$ cat config.mk
export PLATFORM = sky130hd
export DESIGN_NAME = spi_multi_master
export DESIGN_NICKNAME = d
export VERILOG_FILES = /design/src/rtl/spi_multi_master.sv
export SDC_FILE = /design/constraint.sdc
export NUM_CORES = 1
export LEC_CHECK = 0
export BUFFER_PORTS_ARGS = -buffer_cell sky130_fd_sc_hd__buf_2
export CORE_MARGIN = 2
export CORE_UTILIZATION = 35
export DETAILED_ROUTE_END_ITERATION = 7
export PLACE_DENSITY = 0.56
export SLEW_MARGIN = 25
export SYNTH_ARGS = -nofsm -noshare
export SYNTH_HDL_FRONTEND = slang
export SYNTH_SLANG_ARGS = --single-unit
$ cat constraint.sdc
create_clock -name I_clk -period 4.35 [get_ports I_clk]
set_clock_uncertainty 0.05 [all_clocks]
set_input_delay 0.87 -clock I_clk [delete_from_list [all_inputs] [get_ports I_clk]]
set_output_delay 0.87 -clock I_clk [all_outputs]
set_load 0.02 [all_outputs]
$ cat src/rtl/spi_multi_master.sv
// Shared SPI byte engine: one MOSI/MISO pair, per-device SCLK, chip select and divider.
// Byte-level valid/ready commands; CS is held across bytes until a byte marked last.
module spi_multi_master #(
    parameter int                   NUM_DEV  = 2,
    parameter int                   DEV_W    = 1,
    parameter logic [8*NUM_DEV-1:0] DIV_LIST = {8'd2, 8'd1}
) (
    input  logic               I_clk,
    input  logic               I_rst_n,
    input  logic               I_tx_valid,
    output logic               O_tx_ready,
    input  logic [DEV_W-1:0]   I_tx_dev,
    input  logic [7:0]         I_tx_data,
    input  logic               I_tx_last,
    input  logic               I_tx_nocs,
    output logic               O_rx_valid,
    output logic [7:0]         O_rx_data,
    output logic               O_busy,
    output logic [NUM_DEV-1:0] O_spi_clk,
    output logic               O_spi_mosi,
    input  logic               I_spi_miso,
    output logic [NUM_DEV-1:0] O_cs_n
);

    typedef enum logic [2:0] {IDLE, SETUP, SHIFT, HOLD, GAP} state_t;

    function automatic logic [NUM_DEV-1:0] dev_mask(input logic [DEV_W-1:0] dev);
        logic [NUM_DEV-1:0] m;
        m = '0;
        for (int i = 0; i < NUM_DEV; i++)
            if (dev == DEV_W'(i)) m[i] = 1'b1;
        return m;
    endfunction

    function automatic logic [7:0] div_of(input logic [DEV_W-1:0] dev);
        logic [7:0] d;
        d = 8'd1;
        for (int i = 0; i < NUM_DEV; i++)
            if (dev == DEV_W'(i)) d = DIV_LIST[8*i +: 8];
        return d;
    endfunction

    function automatic logic dev_ok(input logic [DEV_W-1:0] dev);
        return 32'(dev) < 32'(NUM_DEV);
    endfunction

    state_t             state_q, state_d;
    logic [7:0]         cnt_q, div_q;
    logic               phase_q;
    logic [2:0]         bit_q;
    logic               held_q;
    logic [DEV_W-1:0]   held_dev_q;
    logic               pend_q;
    logic [NUM_DEV-1:0] cs_n_q, sclk_q;
    logic               mosi_q, rx_valid_q;
    logic [7:0]         rx_data_q;
    logic [DEV_W-1:0]   cmd_dev;
    logic [7:0]         cmd_data, rx_sh;
    logic               cmd_last, cmd_nocs;

    logic             accept, tick, sclk_rise, byte_done;
    logic             enter_setup, enter_shift, enter_gap;
    logic [DEV_W-1:0] new_dev;
    logic [7:0]       new_data;
    logic             new_nocs;

    assign O_tx_ready = (state_q == IDLE);
    assign accept     = I_tx_valid && O_tx_ready;
    assign tick       = (cnt_q == div_q - 8'd1);
    assign sclk_rise  = (state_q == SHIFT) && tick && !phase_q;
    assign byte_done  = (state_q == SHIFT) && tick && phase_q && (bit_q == 3'd7);

    // From IDLE the command comes straight off the port; from GAP it is the latched one.
    assign new_dev  = (state_q == IDLE) ? I_tx_dev  : cmd_dev;
    assign new_data = (state_q == IDLE) ? I_tx_data : cmd_data;
    assign new_nocs = (state_q == IDLE) ? I_tx_nocs : cmd_nocs;

    assign enter_setup = (state_d == SETUP) && (state_q != SETUP);
    assign enter_shift = (state_d == SHIFT) && (state_q != SHIFT);
    assign enter_gap   = (state_d == GAP)   && (state_q != GAP);

    always_ff @(posedge I_clk or negedge I_rst_n) begin
        if (!I_rst_n) state_q <= IDLE;
        else          state_q <= state_d;
    end

    always_comb begin
        state_d = state_q;
        case (state_q)
            IDLE: begin
                if (accept && dev_ok(I_tx_dev)) begin
                    if (held_q && (held_dev_q != I_tx_dev || I_tx_nocs)) state_d = GAP;
                    else if (held_q || I_tx_nocs)                       state_d = SHIFT;
                    else                                                state_d = SETUP;
                end
            end
            SETUP: if (tick) state_d = SHIFT;
            SHIFT: if (byte_done) state_d = (cmd_last && !cmd_nocs) ? HOLD : IDLE;
            HOLD:  if (tick) state_d = GAP;
            GAP: begin
                if (tick) begin
                    if (!pend_q)       state_d = IDLE;
                    else if (cmd_nocs) state_d = SHIFT;
                    else               state_d = SETUP;
                end
            end
            default: state_d = IDLE;
        endcase
    end

    always_ff @(posedge I_clk or negedge I_rst_n) begin
        if (!I_rst_n) begin
            cnt_q      <= '0;
            div_q      <= 8'd1;
            phase_q    <= 1'b0;
            bit_q      <= '0;
            held_q     <= 1'b0;
            held_dev_q <= '0;
            pend_q     <= 1'b0;
            cs_n_q     <= '1;
            sclk_q     <= '0;
            mosi_q     <= 1'b1;
            rx_valid_q <= 1'b0;
            rx_data_q  <= '0;
        end else begin
            rx_valid_q <= 1'b0;
            cnt_q      <= (state_d != state_q || tick) ? 8'd0 : cnt_q + 8'd1;

            // Out-of-range device: swallow the command, answer with all-ones.
            if (accept && !dev_ok(I_tx_dev)) begin
                rx_valid_q <= 1'b1;
                rx_data_q  <= 8'hFF;
            end

            if (enter_gap) begin
                cs_n_q <= '1;
                held_q <= 1'b0;
                pend_q <= (state_q == IDLE);
                // Releasing a held CS times the gap with the old device's divider.
                if (state_q == IDLE) div_q <= div_of(held_dev_q);
            end

            if (enter_setup) begin
                cs_n_q <= ~dev_mask(new_dev);
                div_q  <= div_of(new_dev);
            end

            if (enter_shift) begin
                div_q   <= div_of(new_dev);
                phase_q <= 1'b0;
                bit_q   <= '0;
                mosi_q  <= new_nocs ? 1'b1 : new_data[7];
            end

            if (state_q == SHIFT && tick) begin
                if (!phase_q) begin
                    phase_q <= 1'b1;
                    sclk_q  <= dev_mask(cmd_dev);
                end else begin
                    phase_q <= 1'b0;
                    sclk_q  <= '0;
                    if (bit_q == 3'd7) begin
                        mosi_q     <= 1'b1;
                        rx_valid_q <= 1'b1;
                        rx_data_q  <= rx_sh;
                        if (!(cmd_last && !cmd_nocs)) begin
                            held_q     <= !cmd_nocs;
                            held_dev_q <= cmd_dev;
                        end
                    end else begin
                        bit_q  <= bit_q + 3'd1;
                        mosi_q <= cmd_nocs ? 1'b1 : cmd_data[3'd6 - bit_q];
                    end
                end
            end
        end
    end

    always_ff @(posedge I_clk) begin
        if (accept) begin
            cmd_dev  <= I_tx_dev;
            cmd_data <= I_tx_data;
            cmd_last <= I_tx_last;
            cmd_nocs <= I_tx_nocs;
        end
        if (sclk_rise) rx_sh <= {rx_sh[6:0], I_spi_miso};
    end

    assign O_rx_valid = rx_valid_q;
    assign O_rx_data  = rx_data_q;
    assign O_busy     = (state_q != IDLE) || !(&cs_n_q);
    assign O_spi_clk  = sclk_q;
    assign O_spi_mosi = mosi_q;
    assign O_cs_n     = cs_n_q;

endmodule

Word level (Yosys, flattened, before mapping)
Index checks and enable logic that the tools add are counted.
Storage, ports and cells
  output and inout bits: 16
  input port bits: 15
  register bits: 59
Cells by class
  bitwise operators: 2
  $lt $le $gt $ge: 1
  reductions and logical operators: 27
  muxes and demuxes: 53
  eq/ne operators: 14
  add/sub/neg operators: 4
Operators with widths (count)
  8-bit 2-to-1 mux: 6
  3-bit 2-to-1 mux: 10
  1-bit 2-to-1 mux: 26
  2-bit 2-to-1 mux: 9
  3-bit case mux with 5 select lines: 1
  1-bit logical AND: 10
  3-bit by 2-bit equality test with 1-bit output (second input constant): 3
  3-bit equality test (second input constant): 3
  3-bit nonzero test: 3
  8-bit by 1-bit adder with 8-bit output (second input constant): 1
  8-bit equality test: 1
  8-bit by 1-bit subtractor with 8-bit output (second input constant): 1
  3-bit by 1-bit equality test with 1-bit output (second input constant): 2
  1-bit logical OR: 4
  3-bit by 4-bit less-than comparator with 1-bit output (second input constant): 1
  2-bit AND reduction: 2
  4-bit AND reduction: 1
  2-bit nonzero test: 2
  3-bit by 1-bit adder with 3-bit output (second input constant): 1
  1-bit binary-select mux with 3-bit select: 1
  1-bit zero test: 3
  3-bit zero test: 1
  3-bit by 1-bit != test with 1-bit output (second input constant): 1
  3-bit by 2-bit != test with 1-bit output (second input constant): 1
  other kinds (7): 7

Longest topological paths before layout
  depth in word-level cells: 14
  mapped depth: 8
  depth with buffers taken out: 7

Worst setup path before layout
No wires, ideal clock.
  kind: input to register
  start: input port I_tx_valid
  end: register cnt_q[2]
  setup slack: 1.494 ns
  buffers on the path: 0
  stages: 5
  data arrival time: 2.666 ns
  data required time: 4.160 ns
  cell sequence: nor4b_2 o211ai_1 and3_1 o211ai_1 nor2_1
On the way
  longest elaborated chain between the ends: 6
Ends and longest elaborated chain
  start, declared: RTL line 10  | input logic I_tx_valid,
  1-bit logical AND: RTL line 68  | assign accept = I_tx_valid && O_tx_ready;
  3-bit 2-to-1 mux: RTL line 91  | if (accept && dev_ok(I_tx_dev)) begin
  3-bit case mux with 5 select lines: RTL line 89  | case (state_q)
  3-bit != test: RTL line 127  | cnt_q <= (state_d != state_q || tick) ? 8'd0 : cnt_q + 8'd1;
  1-bit logical OR: RTL line 127
  8-bit 2-to-1 mux: RTL line 127
  end signal, assigned: RTL line 127
  end, declared: RTL line 48  | logic [7:0] cnt_q, div_q;
Every way passes these cells.
A chain may end at the register's enable or synchronous reset.

Worst setup path after layout
  start: register div_q[0]
  end: register rx_sh[7], enable pin
On the way
  longest elaborated chain between the ends: 4
Ends and longest elaborated chain
  start, declared: RTL line 48
  start signal, assigned: RTL line 140  | if (state_q == IDLE) div_q <= div_of(held_dev_q);
  start signal, assigned: RTL line 145  | div_q <= div_of(new_dev);
  start signal, assigned: RTL line 149  | div_q <= div_of(new_dev);
  8-bit by 1-bit subtractor with 8-bit output: RTL line 69  | assign tick = (cnt_q == div_q - 8'd1);
  8-bit equality test: RTL line 69
  1-bit logical AND (2 in a row): RTL line 70  | assign sclk_rise = (state_q == SHIFT) && tick && !phase_q;
  named net sclk_rise: RTL line 61  | logic accept, tick, sclk_rise, byte_done;
  end signal, assigned: RTL line 186  | if (sclk_rise) rx_sh <= {rx_sh[6:0], I_spi_miso};
  end, declared: RTL line 58  | logic [7:0] cmd_data, rx_sh;
The timed path passes the listed nets, and every way through them passes these cells.

==> summary.md <==
| Metric | Value |
|---|---|
| Status | finished, final reports clean |
| Largest net degree at the start of global routing | 35 |
| Final WL | between 4000 and 5000 um |
| Mapped Cells | about 190 |
| Max clock buf depth | 2 |
| Synth Flop Type | dfrtp_1 |
| CTS Root Cell | clkbuf_8 |
| CP Launch Type | register |
| CTS Sinks | 53 |
| Slew headroom | 47.51% |
| WHS Path Cells | 0 |
| Worst EP arrival | 2800 ps |
| EDFF count, synth | 19 |
| Placed Cells | ~290 |
| Total GRT Usage | between 10% and 20% |
| P per Cell Area | 576.5 nW/um^2 |
| Setup Fix Bufs, Post-CTS | 0 |
| Post-detail-place hpwl | 3044 um |
| Detailed Routing Iterations Pass 1 | 4 |
| CTS H-tree lvls | 2 |
| Yosys top cell by area | dfrtp_1 |
| Iter 0 DRT Violations | 51 |
| Syn Area/Cell | 12.96 um^2 |
| Sequential fraction of the synthesis area | 59.50% |
| FILL cells | 658 |
| Vias | 1494 |
| Area of the multi-input gates | 918.4 um^2 |
| Clk slew on worst S/H paths | 100 ps |
| Unrepaired setup endpoints after global routing | no |
| Endpoint class of the critical path | register |
| Final setup margin | 1447 ps |
| Worst skew pair latency | around 300 ps |
| Hold/Removal Path Class | register to register |
| Die W | 86.76 um |
| Max-Cap Viols | 0 |
| Minimum clock period | 2903 ps |
| DRC errors left | 0 |
| Wire per inst | 13.92 um |
| Place WS | 1395 ps |
| CP required | 4250 ps |
| CTS tree | built |
| Nets | 239 |
| Worst path slowest cell | nor2_1 |
| CTS resizes | 0 |
| Fin. Hold Viols | 0 |
| Pleak | ~0.0012 uW |
| Final period util | 66.74% |
| Post-synth top area share | approximately 31% |
| Io pins | 31 |
| Post-route ant nets | 0 |
| Chip height | 86.76 um |
| Port bufs | 30 |
| Worst-margin pin slew | 787.4 ps |
| Crit path cell chain | inv_1 > ha_1 > or4_4 > o22ai_2 > nand3_1 > nor2_1 |
| Initial antenna violation count | 0 |
| Worst reg2reg path depth | 6 |
| Synth area leaders | dfrtp_1, edfxtp_1, mux2_4, dfstp_2, xor2_1 |
| # rows | 30 |
| YS warnings | 0 |
| Initial Util | 35.68% |
| Netlist cell types | 47 |
| Post-synthesis cell area | around 2400 um^2 |
| TritonCTS buffer count | 5 |
| Max Slew Vio Count | 0 |
| Critical path fanouts, max | 11 |
| # hold bufs at CTS | 0 |
| Via density | 4.963 |
| Setup_tns | 0 ps |
| Share of cells above drive strength 1 | 28.96% |
| Layout area overhead | 14.04% |
| Type of the worst setup path | register to register |
| Syn Nets | 204 |
| Fraction of registers with async set or reset after synthesis | 64.15% |
| First-pass GRT wire length | 7431 um |
| Crit-path max cell delay | approximately 600 ps |
| Die area | 7527 um^2 |
| FF+latch count, synth | 53 |
| Peak Freq | 0.3445 GHz |
| Core Box Area | 6719 um^2 |
| Final RePlAce weighted congestion | 0.8259 |
| Final non-filler cell total | 301 |
| GRT Residual Overflow | 0 |
| FF/Latch Area | 1426 um^2 |
| Vias in the first global route | 1517 |
| # setup viols final | 0 |
| Worst vdd ir | 0.0003018 V |
| Number of diodes | 0 |
==> critical path, delay by kind of cell (launching register included) <==
family / cells / cell delay [ps]
adder cells (fa/ha/maj): 1 / 220
buffers and inverters: 1 / 40
AND/OR/NAND/NOR: 3 / 1480
flip-flops: 1 / 560
AO/OA/AOI/OAI: 1 / 190
==> final cells by class <==
cell class              count  area share [%]
clock buffers               5           2.517
flip-flops and latches     53           52.17
inverters                   8           1.098
repair buffers             32           6.041
well taps                  80           3.661
multi-input cells         120           33.59
clock inverters             3          0.9153
==> layer usage <==
| metal | GRT usage, % | part of all wire, % | vias to the layer above |
|---|---|---|---|
| met3 | 3.429 | 4.4 | 0 |
| met2 | 18.67 | 43 | 40 |
| met5 | 0 | 0 | - |
| met4 | 2.557 | 0 | 0 |
| met1 | 18.67 | 52 | 708 |
| li1 | - | - | 746 |
==> kinds of logic after synthesis <==
family,synth area share (%)
buf+inv,2.192
flops,59.50
compound gates,9.813
fa+ha+maj,2.088
simple gates,12.16
mux,10.96
xor+xnor,3.288
==> metrics by stage <==
step | util, % | hold WS, ps | power (uW) | cell area [um^2]
floorplan | - | 376.7 | 1152 | 2397
global placement | 39.29 | 390.5 | 1302 | 2640
detailed placement | 39.29 | 384.9 | 1310 | 2640
CTS | 40.69 | 419.4 | 1601 | 2734
global route | 40.69 | 429.1 | 1712 | 2734
finish | 40.69 | 413.3 | 1576 | 2734
==> synthesized netlist by cell type, types with 2 or more instances <==
master    count
mux2_4        9
mux4_2        2
o21ai_0       8
nand4_1       2
nand2_1      13
clkbuf_1      3
inv_1         8
mux2_2        2
nor2_1       16
nor2b_1       3
nand2b_1      2
o211ai_1      4
mux2i_1       6
dfstp_2       4
a21oi_1       5
a22o_1        2
dfrtp_1      30
nand4b_1      2
xor2_1        7
nor3_1        3
edfxtp_1     19
xnor2_1       2
ha_1          4
and3_1        2
nand3_1       5
==> registers in the layout, indices dropped and copies added, names as in the netlist <==
| name | count |
|---|---|
| O_rx_data | 8 |
| cmd_data | 8 |
| cnt_q | 8 |
| rx_sh | 8 |
| bit_q | 3 |
| state_q | 3 |
| O_cs_n | 2 |
| O_spi_clk | 2 |
| div_q | 2 |
| O_rx_valid | 1 |
| O_spi_mosi | 1 |
| cmd_dev | 1 |
| cmd_last | 1 |
| cmd_nocs | 1 |
| held_dev_q | 1 |
| held_q | 1 |
| pend_q | 1 |
| phase_q | 1 |
==> power by group <==
group,internal (uW),switching (uW)
clock,118,167
sequential,651,98.5
combinational,214,329
==> path summary, 6_finish.rpt <==
| check | startpoint | end | slack, ps |
|---|---|---|---|
| max | div_q[0] | rx_sh[7] | 1450 |
| min | rx_sh[2] | rx_sh[3] | 410 |
| max reg2reg | div_q[0] | rx_sh[7] | 1450 |
| min reg2reg | rx_sh[2] | rx_sh[3] | 410 |
| max in group asynchronous | I_rst_n | bit_q[0] | 3170 |
| min in group asynchronous | I_rst_n | div_q[1] | 590 |
==> cell usage in the layout (no fill, tap or decap), drive strengths merged, types with 3 or more instances in the layout <==
cell,instances
nor2b,3
mux2,11
buf,32
xor2,7
nand2,13
o211ai,4
o21ai,9
dfrtp,30
a21oi,5
inv,10
nor3,4
nand3,5
edfxtp,19
ha,4
dfstp,4
clkbuf,5
mux2i,6
nor2,16
(Power assumes the default switching activity.)
